===== config.mk =====
export PLATFORM = sky130hd
export DESIGN_NAME = pc_gen
export DESIGN_NICKNAME = d
export VERILOG_FILES = /design/src/rtl/pc_pkg.sv /design/src/rtl/pc_gen_ras.sv /design/src/rtl/pc_gen.sv
export SDC_FILE = /design/constraint.sdc
export NUM_CORES = 1
export LEC_CHECK = 0
export BUFFER_PORTS_ARGS = -buffer_cell sky130_fd_sc_hd__buf_2
export CAP_MARGIN = 20
export CORE_UTILIZATION = 51
export CTS_CLUSTER_DIAMETER = 50
export DETAILED_ROUTE_END_ITERATION = 16
export GPL_ROUTABILITY_DRIVEN = 0
export GPL_TIMING_DRIVEN = 0
export PLACE_DENSITY = 0.86
export SLEW_MARGIN = 5
export SYNTH_ARGS = -nofsm -noshare
export SYNTH_HDL_FRONTEND = slang
export SYNTH_SLANG_ARGS = --single-unit

===== constraint.sdc =====
create_clock -name clock -period 3.1 [get_ports clock]
set_input_delay 0.93 -clock clock [delete_from_list [all_inputs] [get_ports clock]]
set_output_delay 0.93 -clock clock [all_outputs]
set_load 0.02 [all_outputs]

===== src/rtl/pc_pkg.sv =====
// pc_pkg -- shared definitions for the fetch-stage program counter.
//
// Contents:
//   pc_src_e            encoding of the source that produced the current pc
//   DEFAULT_ADDR_W      default address width shared with imem and hazard units
//   DEFAULT_RESET_ADDR  default reset fetch address
package pc_pkg;

  typedef enum logic [2:0] {
    PC_HOLD   = 3'd0,
    PC_SEQ    = 3'd1,
    PC_RAS    = 3'd2,
    PC_BRANCH = 3'd3,
    PC_TRAP   = 3'd4
  } pc_src_e;

  localparam int          DEFAULT_ADDR_W     = 32;
  localparam logic [31:0] DEFAULT_RESET_ADDR = 32'h0000_0000;

endpackage


===== src/rtl/pc_gen_ras.sv =====
// ras_stack -- circular return-address stack for pc_gen.
//
// Ports:
//   clock      in   rising-edge clock
//   reset      in   synchronous active-high reset (count cleared)
//   clear      in   drop all entries (trap)
//   push       in   push push_data
//   pop        in   pop the top entry (ignored when empty)
//   push_data  in   ADDR_W  value to push
//   top        out  ADDR_W  current top entry (valid when !empty)
//   empty      out  registered: no entries held
//   full       out  registered: RAS_DEPTH entries held
//
// A push while full overwrites the oldest entry. push and pop together on a
// non-empty stack replace the top entry in place; on an empty stack only the
// push happens.
module ras_stack #(
  parameter int ADDR_W    = 32,
  parameter int RAS_DEPTH = 4
) (
  input  logic              clock,
  input  logic              reset,
  input  logic              clear,
  input  logic              push,
  input  logic              pop,
  input  logic [ADDR_W-1:0] push_data,
  output logic [ADDR_W-1:0] top,
  output logic              empty,
  output logic              full
);

  localparam int PTR_W = $clog2(RAS_DEPTH);
  localparam int CNT_W = PTR_W + 1;
  localparam logic [CNT_W-1:0] DEPTH_CNT = CNT_W'(RAS_DEPTH);

  logic [ADDR_W-1:0] mem [RAS_DEPTH];
  logic [PTR_W-1:0]  wr_ptr;   // next slot to write; top lives one below
  logic [PTR_W-1:0]  top_ptr;
  logic [CNT_W-1:0]  count;
  logic [CNT_W-1:0]  count_d;
  logic              do_pop;

  assign top_ptr = wr_ptr - PTR_W'(1);
  assign top     = mem[top_ptr];
  assign do_pop  = pop && (count != '0);

  // NOTE: every variable written here gets a default first, so no latch is inferred.
  always_comb begin
    count_d = count;
    if (clear)
      count_d = '0;
    else if (push && !do_pop && (count != DEPTH_CNT))
      count_d = count + CNT_W'(1);
    else if (do_pop && !push)
      count_d = count - CNT_W'(1);
  end

  // NOTE: sequential state uses non-blocking assignments so all registers update together.
  always_ff @(posedge clock) begin
    if (reset) begin
      wr_ptr <= '0;
      count  <= '0;
      empty  <= 1'b1;
      full   <= 1'b0;
    end else begin
      count <= count_d;
      empty <= (count_d == '0);
      full  <= (count_d == DEPTH_CNT);
      if (clear)
        wr_ptr <= '0;
      else if (push && !do_pop)
        wr_ptr <= wr_ptr + PTR_W'(1);
      else if (do_pop && !push)
        wr_ptr <= wr_ptr - PTR_W'(1);
    end
  end

  // NOTE: the storage array is not reset; count alone decides which entries are live.
  always_ff @(posedge clock) begin
    if (!reset && !clear && push)
      mem[do_pop ? top_ptr : wr_ptr] <= push_data;
  end

endmodule


===== src/rtl/pc_gen.sv =====
// pc_gen -- fetch-stage program counter generator.
//
// Ports:
//   clock          in   rising-edge clock
//   reset          in   synchronous active-high reset
//   stall          in   hold pc (and RAS) this cycle
//   trap           in   exception request, highest priority
//   trap_vector    in   ADDR_W  trap target
//   redirect       in   taken branch/jump from execute
//   redirect_addr  in   ADDR_W  redirect target
//   call           in   instruction at pc is a call (push pc+STEP)
//   ret            in   instruction at pc is a return (pop prediction)
//   pc             out  ADDR_W  current fetch address (registered)
//   pc_valid       out  pc is fetchable
//   pc_src         out  3  pc_src_e of the last update
//   ras_empty      out  RAS holds no entries
//   ras_full       out  RAS holds RAS_DEPTH entries
//
// Build option: define PC_RAS_EN to build the return-address stack. Without
// it call/ret are ignored, ras_empty is tied 1 and ras_full tied 0.
//
// Priority: trap > redirect > stall > ret (RAS non-empty) > sequential.
// The first edge after reset only raises pc_valid so the instruction at
// RESET_ADDR is fetched without starting from RESET_ADDR-STEP.
module pc_gen
  import pc_pkg::*;
#(
  parameter int                ADDR_W     = DEFAULT_ADDR_W,
  parameter int                STEP       = 1,
  parameter logic [ADDR_W-1:0] RESET_ADDR = ADDR_W'(DEFAULT_RESET_ADDR),
  parameter int                RAS_DEPTH  = 4
) (
  input  logic              clock,
  input  logic              reset,
  input  logic              stall,
  input  logic              trap,
  input  logic [ADDR_W-1:0] trap_vector,
  input  logic              redirect,
  input  logic [ADDR_W-1:0] redirect_addr,
  input  logic              call,
  input  logic              ret,
  output logic [ADDR_W-1:0] pc,
  output logic              pc_valid,
  output logic [2:0]        pc_src,
  output logic              ras_empty,
  output logic              ras_full
);

  logic [ADDR_W-1:0] pc_q;
  logic [ADDR_W-1:0] pc_d;
  logic [ADDR_W-1:0] pc_seq;
  pc_src_e           src_q;
  pc_src_e           src_d;
  logic              valid_q;

  // Wraps modulo 2^ADDR_W.
  assign pc_seq = pc_q + ADDR_W'(STEP);

`ifdef PC_RAS_EN
  logic [ADDR_W-1:0] ras_top;
  logic              advance;

  // call/ret only act on cycles that fall through to the low-priority cases.
  assign advance = valid_q && !trap && !redirect && !stall;

  ras_stack #(
    .ADDR_W    (ADDR_W),
    .RAS_DEPTH (RAS_DEPTH)
  ) u_ras (
    .clock     (clock),
    .reset     (reset),
    .clear     (valid_q && trap),
    .push      (advance && call),
    .pop       (advance && ret),
    .push_data (pc_seq),
    .top       (ras_top),
    .empty     (ras_empty),
    .full      (ras_full)
  );
`else
  localparam int unused_ras_depth = RAS_DEPTH;
  logic unused_ras_inputs;
  assign unused_ras_inputs = call ^ ret;
  assign ras_empty = 1'b1;
  assign ras_full  = 1'b0;
`endif

  always_comb begin
    pc_d  = pc_q;
    src_d = PC_HOLD;
    if (!valid_q) begin
      pc_d  = pc_q;
      src_d = PC_HOLD;
    end else if (trap) begin
      pc_d  = trap_vector;
      src_d = PC_TRAP;
    end else if (redirect) begin
      pc_d  = redirect_addr;
      src_d = PC_BRANCH;
    end else if (stall) begin
      pc_d  = pc_q;
      src_d = PC_HOLD;
    end
`ifdef PC_RAS_EN
    else if (ret && !ras_empty) begin
      pc_d  = ras_top;
      src_d = PC_RAS;
    end
`endif
    else begin
      pc_d  = pc_seq;
      src_d = PC_SEQ;
    end
  end

  always_ff @(posedge clock) begin
    if (reset) begin
      pc_q    <= RESET_ADDR;
      src_q   <= PC_HOLD;
      valid_q <= 1'b0;
    end else begin
      pc_q    <= pc_d;
      src_q   <= src_d;
      valid_q <= 1'b1;
    end
  end

  assign pc       = pc_q;
  assign pc_valid = valid_q;
  assign pc_src   = src_q;

endmodule


==> results.py, run 1 <==
metrics = {
    "timing": {
        "worst-slew-pin-transition_ns": 0.6372,
        "setup_tns_ns": 0,
        "finalCriticalPeriod_ns": 2.713,
        "fmax_mhz": 368.6,
        "hold_viol_final": 0,
        "slew_headroom_pct": 57.52,
        "whs_ns": 0.5297,
        "clock_skew_ns": 0.01159,
        "period_share_pct": 87.52,
        "worst_slack_ns": 0.3867,
        "final_max_slew_viol_count": 0,
        "setup_viol_count_final": 0,
        "rsz0062_at_grt": "false",
    },
    "global_routing": {
        "met3_usage_pct": 9.877,
        "grt_max_degree": 11,
        "top_usage_layer": "met2",
        "grt_overflow_total": 0,
        "grt_pass1_vias": 3022,
        "use_met2_pct": 56.27,
        "use_met1_pct": 44.08,
        "antenna_found_initial": 0,
        "grt_first_pass_wirelength_um": 14330,
        "grt_use_total_pct": 35.24,
    },
    "clocking": {
        "clock_sinks": 36,
        "clk_pin_slew_ns": 0.07,
        "post_cts_buffers": 0,
        "clk-insertion-delay-late_ns": 0.31,
        "cts_tree": "done",
        "ctsHoldBuffers": 0,
        "htree_levels": 2,
        "clockBufferDepth": 2,
        "ctsResizeCount": 0,
        "cts_made_buffers": 5,
        "clk_root_buffer_cell": "clkbuf_8",
    },
    "synthesis": {
        "yosysWarnings": 0,
        "yosysTopAreaCellShare_pct": 27.52,
        "syn_inst": 347,
        "ys_types": 68,
        "synth_seq_area_share_pct": 27.52,
        "yosys.area.top_type": "dfxtp_1",
        "syn_area_per_cell_um2": 7.547,
        "yosysMostFrequentCell": "dfxtp_1",
        "synth.area.top_cells": "dfxtp_1, a21oi_1, o21ai_0",
        "synthTopCellsByCount": "dfxtp_1, nand2_1, nor2_1, a21oi_1, o21ai_0",
        "synth_edf_count": 0,
        "synth_flop_cell": "dfxtp_1",
        "netlist_area_um2": 2619,
        "yosys_register_bits": 36,
        "synth_nets": 419,
        "async_flop_share_pct": 0,
    },
    "floorplan": {
        "num_rows": 25,
        "dieArea_um2": 5425,
        "die_w_um": 73.66,
        "io_pins": 109,
        "die_h_um": 73.66,
        "start_util_pct": 54.36,
        "coreArea_um2": 4817,
    },
    "critical_path": {
        "end_kind": "flop",
        "max_stage_delay_ns": 0.49,
        "crit_type": "in -> reg",
        "r2r_slack_ns": 0.73,
        "cp_common_cell": "clkbuf_1",
        "worst_path_dominant_cell_family": "buffers and inverters",
        "crit_fanout": 10,
        "crit_buf_inv": 5,
        "cp_data_arrival_time_ns": 2.94,
        "cpMaxStageDelayCell": "clkbuf_1",
        "startpoint_type": "input port",
        "critPathRequiredTime_ns": 3.33,
        "cp_cell_sequence": "buf_2, clkbuf_1, inv_1, clkbuf_1, buf_1, o21a_1, o21ai_0, a21oi_1",
    },
    "drt": {
        "routed_via_density": 6.452,
        "routed-via-count": 3381,
        "drt-wirelength-per-cell_um": 17.68,
        "remaining_drc_errors": 0,
        "drt_iter0_drc": 480,
        "wl_um": 9263,
        "ant_nets": 0,
        "dr.pass1.iters": 6,
    },
    "min_path": {
        "hold_path_class": "reg -> reg",
    },
    "placement": {
        "numPortBuffers": 103,
        "dp_hpwl_um": 6756,
        "dp_slack_ns": 0.1389,
    },
    "finish": {
        "n_fill_cell": 443,
        "drive_above_1_share_pct": 28.88,
        "area_delta_synth_final_pct": 25.85,
        "nets": 529,
        "n_antenna_cell": 0,
    },
    "run": {
        "cap_violations": 0,
    },
    "power": {
        "cellPowerDensity_nw_per_um2": 373.0,
        "irDropWorstVdd_uv": 269.1,
        "total_leakage_power_nw": 1.403,
        "total_power_mw": 1.229,
    },
    "status": {
        "status": "finished clean",
    },
}
## cell usage in the layout, fill, tap and decap left out, types with 3 or more instances in the layout
master,Yosys,layout
a211oi_1,3,3
a21o_1,4,4
a21oi_1,29,29
a221o_1,6,6
a221oi_1,3,3
a22oi_1,4,4
a311oi_1,4,4
a32o_1,3,3
and3_1,7,7
buf_1,3,3
buf_2,4,107
clkbuf_1,16,17
clkbuf_8,0,5
dfxtp_1,36,36
inv_1,9,9
mux2i_1,4,4
nand2_1,34,34
nand2b_1,3,3
nand3_1,13,13
nand4_1,6,6
nor2_1,31,31
nor2b_1,4,4
nor3_1,7,7
o211ai_1,14,14
o21a_1,4,4
o21ai_0,28,28
o31ai_1,5,5
or3_1,3,3
or4_1,5,5
xnor2_1,5,5
## state kept, by name, indices dropped and copies added, names as in the netlist
name,count
pc,32
pc_src,3
pc_valid,1
## cells by family after synthesis
logic type	synth area share, %
adders and majority gates	0.4777
other	0.2868
DFF	27.52
buffers and inverters	5.542
AOI/OAI and AO/OA	34.21
xor gates and xnor gates	2.007
muxes	1.959
and+or+nand+nor	28.00
## final cells by class
class	instances	area, um^2	area share [%]
buffer	26	111.4	3.379
clock buffer	6	72.57	2.202
clock inverter	1	5.005	0.1519
inverter	9	33.78	1.025
multi-input combinational	276	1753	53.19
sequential	36	720.7	21.87
tap	67	83.83	2.544
timing repair buffer	103	515.5	15.64
## layer usage
metal | share of wire [%] | vias to the layer above
met5 | 0 | -
met4 | 3.2 | 0
met3 | 11 | 48
met2 | 47 | 249
met1 | 39 | 1546
li1 | - | 1538
## worst min-delay path: stages (launching register included)
cell	delay (ns)
dfxtp_1	0.36
nand2_1	0.07
a21oi_1	0.05
## power by group
group          internal (mW)  total (mW)  switching (mW)
registers              0.499       0.550          0.0508
logic                  0.136       0.342           0.206
clock network          0.153       0.337           0.184
## stage by stage
step / instance area (um^2) / cells / util [%]
2_1_floorplan: 2619 / 347 / -
5_1_grt: 3296 / 524 / 68.42
6_report: 3296 / 524 / 68.42
4_1_cts: 3296 / 524 / 68.42
3_3_place_gp: 3218 / 517 / 66.81
3_5_place_dp: 3218 / 517 / 66.81
## final timing paths
kind                            startpoint      to  depth (start not counted)
worst max-delay path                  trap   pc[7]                          8
worst min-delay path                 pc[1]   pc[1]                          2
worst max register to register    pc_valid  pc[17]                          5
worst min register to register       pc[1]   pc[1]                          2
(Power assumes the default switching activity.)
==> run 2: changes to the inputs <==
Settings changed: CORE_UTILIZATION 51 to 25, PLACE_DENSITY 0.86 to not set.
==> run 2 against run 1 <==
Cell count rose by 13%. Sequential power barely moved. Final area rose by 2.5%. Total power rose by 0.18%. Critical path depth did not move.
==> results.py, run 2 (synthesis results as in run 1) <==
metrics = {
    "timing": {
        "hold_viol_final": 0,
        "finalCriticalPeriod_ns": 2.761,
        "period_share_pct": 89.05,
        "setup_viol_count_final": 0,
        "clock_skew_ns": 0.01182,
        "setup_tns_ns": 0,
        "fmax_mhz": 362.2,
        "slew_headroom_pct": 54.94,
        "worst-slew-pin-transition_ns": 0.6759,
        "rsz0062_at_grt": "false",
        "final_max_slew_viol_count": 0,
    },
    "global_routing": {
        "grt_overflow_total": 0,
        "grt_pass1_vias": 3125,
        "grt_first_pass_wirelength_um": 16720,
        "grt_max_degree": 11,
        "top_usage_layer": "met2",
        "use_met1_pct": 24.53,
        "antenna_found_initial": 1,
        "met3_usage_pct": 6.203,
        "use_met2_pct": 30.37,
        "grt_use_total_pct": 19.54,
    },
    "floorplan": {
        "num_rows": 36,
        "die_w_um": 104.3,
        "dieArea_um2": 10890,
        "die_h_um": 104.3,
        "start_util_pct": 26.31,
        "coreArea_um2": 9955,
        "io_pins": 109,
    },
    "clocking": {
        "clock_sinks": 36,
        "htree_levels": 2,
        "ctsResizeCount": 0,
        "clk_root_buffer_cell": "clkbuf_8",
        "ctsHoldBuffers": 0,
        "clk_pin_slew_ns": 0.08,
        "cts_made_buffers": 5,
        "cts_tree": "done",
        "clk-insertion-delay-late_ns": 0.30,
        "clockBufferDepth": 2,
        "post_cts_buffers": 0,
    },
    "power": {
        "total_power_mw": 1.232,
        "total_leakage_power_nw": 1.403,
        "cellPowerDensity_nw_per_um2": 364.5,
        "irDropWorstVdd_uv": 139.8,
    },
    "critical_path": {
        "crit_buf_inv": 5,
        "r2r_cells": 5,
        "cp_cell_sequence": "buf_2, clkbuf_1, inv_1, clkbuf_1, buf_1, o211ai_1, o211ai_1, a21oi_1",
        "worstSetupStartpoint": "trap",
        "r2r_slack_ns": 0.74,
        "worst_path_dominant_cell_family": "buffers and inverters",
        "startpoint_type": "input port",
        "cpMaxStageDelayCell": "clkbuf_1",
        "r2r-start": "pc_valid",
        "cp-endpoint": "pc[0]",
        "cp_data_arrival_time_ns": 2.92,
        "crit_type": "in -> reg",
        "max_stage_delay_ns": 0.52,
        "end_kind": "flop",
        "r2r_end": "pc[17]",
        "critPathRequiredTime_ns": 3.26,
        "critical_path_depth": 8,
        "crit_fanout": 10,
    },
    "finish": {
        "final_cell_mix": "buf_2, dfxtp_1, nand2_1",
        "n_antenna_cell": 0,
        "area_delta_synth_final_pct": 29.00,
        "mostFrequentLayoutCell": "buf_2",
        "largest_register_ffs": 32,
        "final-seq-area_um2": 720.7,
        "nets": 529,
        "drive_above_1_share_pct": 28.88,
        "multi_input_area_um2": 1753,
        "postLayoutCellArea_um2": 3378,
        "n_fill_cell": 1086,
    },
    "placement": {
        "numPortBuffers": 103,
        "dpl_cell_area_um2": 3301,
        "dp_hpwl_um": 7982,
    },
    "drt": {
        "routed-via-count": 3252,
        "drt_iter0_drc": 270,
        "dr.pass1.iters": 5,
        "drt-wirelength-per-cell_um": 18.01,
        "wl_um": 10620,
        "ant_nets": 0,
        "routed_via_density": 5.512,
        "remaining_drc_errors": 0,
    },
    "min_path": {
        "hold_path_class": "reg -> reg",
    },
    "run": {
        "cap_violations": 0,
    },
    "status": {
        "status": "finished clean",
    },
}
## run 2: cell counts in the layout (fill, tap and decap cells not counted)
Identical to the previous run, type by type.
## run 2: worst min-delay path by stage
| stage | from | to | slack (ns) | cells after the start |
|---|---|---|---|---|
| 6_report | pc[30] | pc[30] | 0.51 | 2 |
| 5_1_grt | pc[1] | pc[1] | 0.56 | 2 |
| 4_1_cts | pc[30] | pc[30] | 0.51 | 2 |
| 3_5_place_dp | pc[30] | pc[30] | 0.50 | 2 |
| 3_3_place_gp | pc[30] | pc[30] | 0.50 | 2 |
| 2_1_floorplan | pc[30] | pc[30] | 0.57 | 2 |
## run 2: per-layer routing
| metal | wire [um] | share of wire, % | vias to the layer above |
|---|---|---|---|
| li1 | - | - | 1539 |
| met1 | 4413 | 42 | 1510 |
| met5 | 12 | 0.11 | - |
| met2 | 4771 | 45 | 168 |
| met4 | 346 | 3.3 | 2 |
| met3 | 1079 | 10 | 33 |
## run 2: layout make-up
cell class / instances / area share (%)
Inverter: 9 / 1.000
Clock inverter: 1 / 0.1481
Timing Repair Buffer: 103 / 15.26
Sequential cell: 36 / 21.33
Buffer: 26 / 3.296
Tap cell: 133 / 4.926
Clock buffer: 6 / 2.148
Multi-Input combinational cell: 276 / 51.89
## run 2: worst min-delay path: stages (launching register included)
cell and delay [ns]:
dfxtp_1 0.34, nand3_1 0.07, a21oi_1 0.05
## run 2: metrics by stage
step / setup WS [ns] / hold WS (ns) / std cells / utilization, %
global route: 0.1446 / 0.5606 / 590 / 33.94
finish: 0.3394 / 0.5077 / 590 / 33.94
floorplan: 0.8568 / 0.5714 / 347 / -
CTS: 0.3702 / 0.5110 / 590 / 33.94
global placement: 0.03714 / 0.5015 / 583 / 33.16
detailed placement: 0.05373 / 0.4979 / 583 / 33.16
## run 2: power by group
part | leakage [nW] | switching [mW] | internal, mW
Sequential | 0.298 | 0.0517 | 0.499
Clock | 0.0410 | 0.180 | 0.153
Combinational | 1.06 | 0.212 | 0.136
Total | 1.40 | 0.444 | 0.788
==> run 3: changes to the inputs <==
Settings changed: CORE_ASPECT_RATIO set to 0.9.
==> run 3 against run 2 <==
Non-clock buffer count unchanged. Final area up 1.9%. Global-route usage about the same. Via count up 0.80%. Critical path depth unchanged. Clock-buffer cell count up 2. Largest cell class unchanged. First-iteration DRC count down 21%. Register-to-register slack better by 0.05 ns.
==> results.py, run 3 (synthesis results as in run 1) <==
metrics = {
    "status": {
        "status": "finished clean",
    },
    "finish": {
        "largest_register_ffs": 32,
        "drive_above_1_share_pct": 28.82,
        "n_antenna_cell": 0,
        "final_cell_mix": "buf_2, dfxtp_1, nand2_1",
        "postLayoutCellArea_um2": 3442,
        "area_delta_synth_final_pct": 31.44,
        "nets": 529,
        "mostFrequentLayoutCell": "buf_2",
    },
    "clocking": {
        "clockBufferDepth": 2,
        "cts_made_buffers": 5,
        "htree_levels": 2,
        "clock_sinks": 36,
        "ctsHoldBuffers": 0,
        "clk_root_buffer_cell": "clkbuf_16",
        "cts_tree": "done",
        "post_cts_buffers": 0,
        "clk-insertion-delay-late_ns": 0.29,
        "ctsResizeCount": 0,
        "clk_pin_slew_ns": 0.06,
    },
    "global_routing": {
        "grt_pass1_vias": 3143,
        "grt_first_pass_wirelength_um": 16340,
        "grt_max_degree": 11,
        "grt_overflow_total": 0,
        "antenna_found_initial": 0,
        "grt_use_total_pct": 19.49,
    },
    "placement": {
        "dp_hpwl_um": 7875,
        "dpl_cell_area_um2": 3296,
        "numPortBuffers": 103,
    },
    "timing": {
        "whs_ns": 0.5320,
        "setup_viol_count_final": 0,
        "clock_skew_ns": 0.005057,
        "finalCriticalPeriod_ns": 2.904,
        "final_max_slew_viol_count": 0,
        "period_share_pct": 93.69,
        "slew_headroom_pct": 50.57,
        "fmax_mhz": 344.3,
        "rsz0062_at_grt": "false",
        "setup_tns_ns": 0,
        "worst-slew-pin-transition_ns": 0.7415,
        "hold_viol_final": 0,
    },
    "drt": {
        "drt-wirelength-per-cell_um": 18.01,
        "drt_iter0_drc": 214,
        "routed_via_density": 5.584,
        "ant_nets": 0,
        "remaining_drc_errors": 0,
        "dr.pass1.iters": 6,
        "routed-via-count": 3278,
        "wl_um": 10570,
    },
    "min_path": {
        "hold_path_class": "reg -> reg",
    },
    "floorplan": {
        "start_util_pct": 25.67,
        "die_w_um": 109.9,
        "io_pins": 109,
        "dieArea_um2": 10890,
        "die_h_um": 99.10,
        "coreArea_um2": 10200,
        "num_rows": 35,
    },
    "power": {
        "p_comb_share_pct": 24.3,
        "intPower_mw": 0.9567,
        "cellPowerDensity_nw_per_um2": 415.9,
        "switchingPower_mw": 0.4749,
        "irDropWorstVdd_uv": 194.8,
        "p_clk_share_pct": 37.2,
        "power_frac_seq_pct": 38.5,
        "switching_share_pct": 33.17,
        "total_leakage_power_nw": 1.433,
    },
    "run": {
        "cap_violations": 0,
    },
    "critical_path": {
        "cpMaxStageDelayCell": "buf_1",
        "crit_fanout": 10,
        "end_kind": "flop",
        "cp_data_arrival_time_ns": 3.05,
        "startpoint_type": "input port",
        "max_stage_delay_ns": 0.56,
        "crit_type": "in -> reg",
        "cp_cell_sequence": "buf_2, clkbuf_1, inv_1, clkbuf_1, buf_1, o211ai_1, o211ai_1, a21oi_1",
        "critPathRequiredTime_ns": 3.24,
    },
}
run 3: per-stage QoR:
| stage | util [%] | setup slack (ns) | std cells | power (mW) |
|---|---|---|---|---|
| 6_report | 33.73 | 0.1956 | 587 | 1.432 |
| 5_1_grt | 33.73 | 0.02139 | 587 | 1.494 |
| 4_1_cts | 33.73 | 0.2640 | 587 | 1.429 |
| 3_5_place_dp | 32.30 | -0.02737 | 579 | 0.9038 |
| 3_3_place_gp | 32.30 | -0.04146 | 579 | 0.8980 |
| 2_1_floorplan | - | 0.8568 | 347 | 0.7566 |
run 3: area by class of cell:
| class | count | area, um^2 |
|---|---|---|
| clock buffer | 8 | 146.4 |
| fill | 1112 | 6761 |
| multi-input combinational | 276 | 1753 |
| sequential | 36 | 720.7 |
| timing repair buffer | 103 | 515.5 |
| tap | 129 | 161.4 |
| buffer | 26 | 111.4 |
| inverter | 9 | 33.78 |
run 3: power groups by stage:
stage,Combinational [mW],Sequential (mW),Clock (mW)
2_1_floorplan,0.163,0.594,0
3_3_place_gp,0.340,0.558,0
3_5_place_dp,0.344,0.560,0
4_1_cts,0.345,0.551,0.534
5_1_grt,0.379,0.558,0.557
6_report,0.348,0.552,0.532
run 3: routing by layer:
layer / track usage (%) / up-vias / wire length, um
li1: - / 1541 / -
met1: 25.93 / 1552 / 4537
met2: 29.52 / 163 / 4668
met3: 5.242 / 22 / 1089
met4: 8.103 / 0 / 273
met5: 0 / - / 0
run 3: worst paths after layout:
check | startpoint | slack [ns] | to | cells past startpoint
hold / removal | pc[1] | 0.53 | pc[1] | 2
setup reg to reg | pc_valid | 0.79 | pc[1] | 5
setup / recovery | trap | 0.20 | pc[0] | 8
hold reg to reg | pc[1] | 0.53 | pc[1] | 2
run 3: critical path: cells and delay by family:
kind	cells	cell delay (ns)
buffers and inverters	5	1.70
AO/OA/AOI/OAI	3	0.41
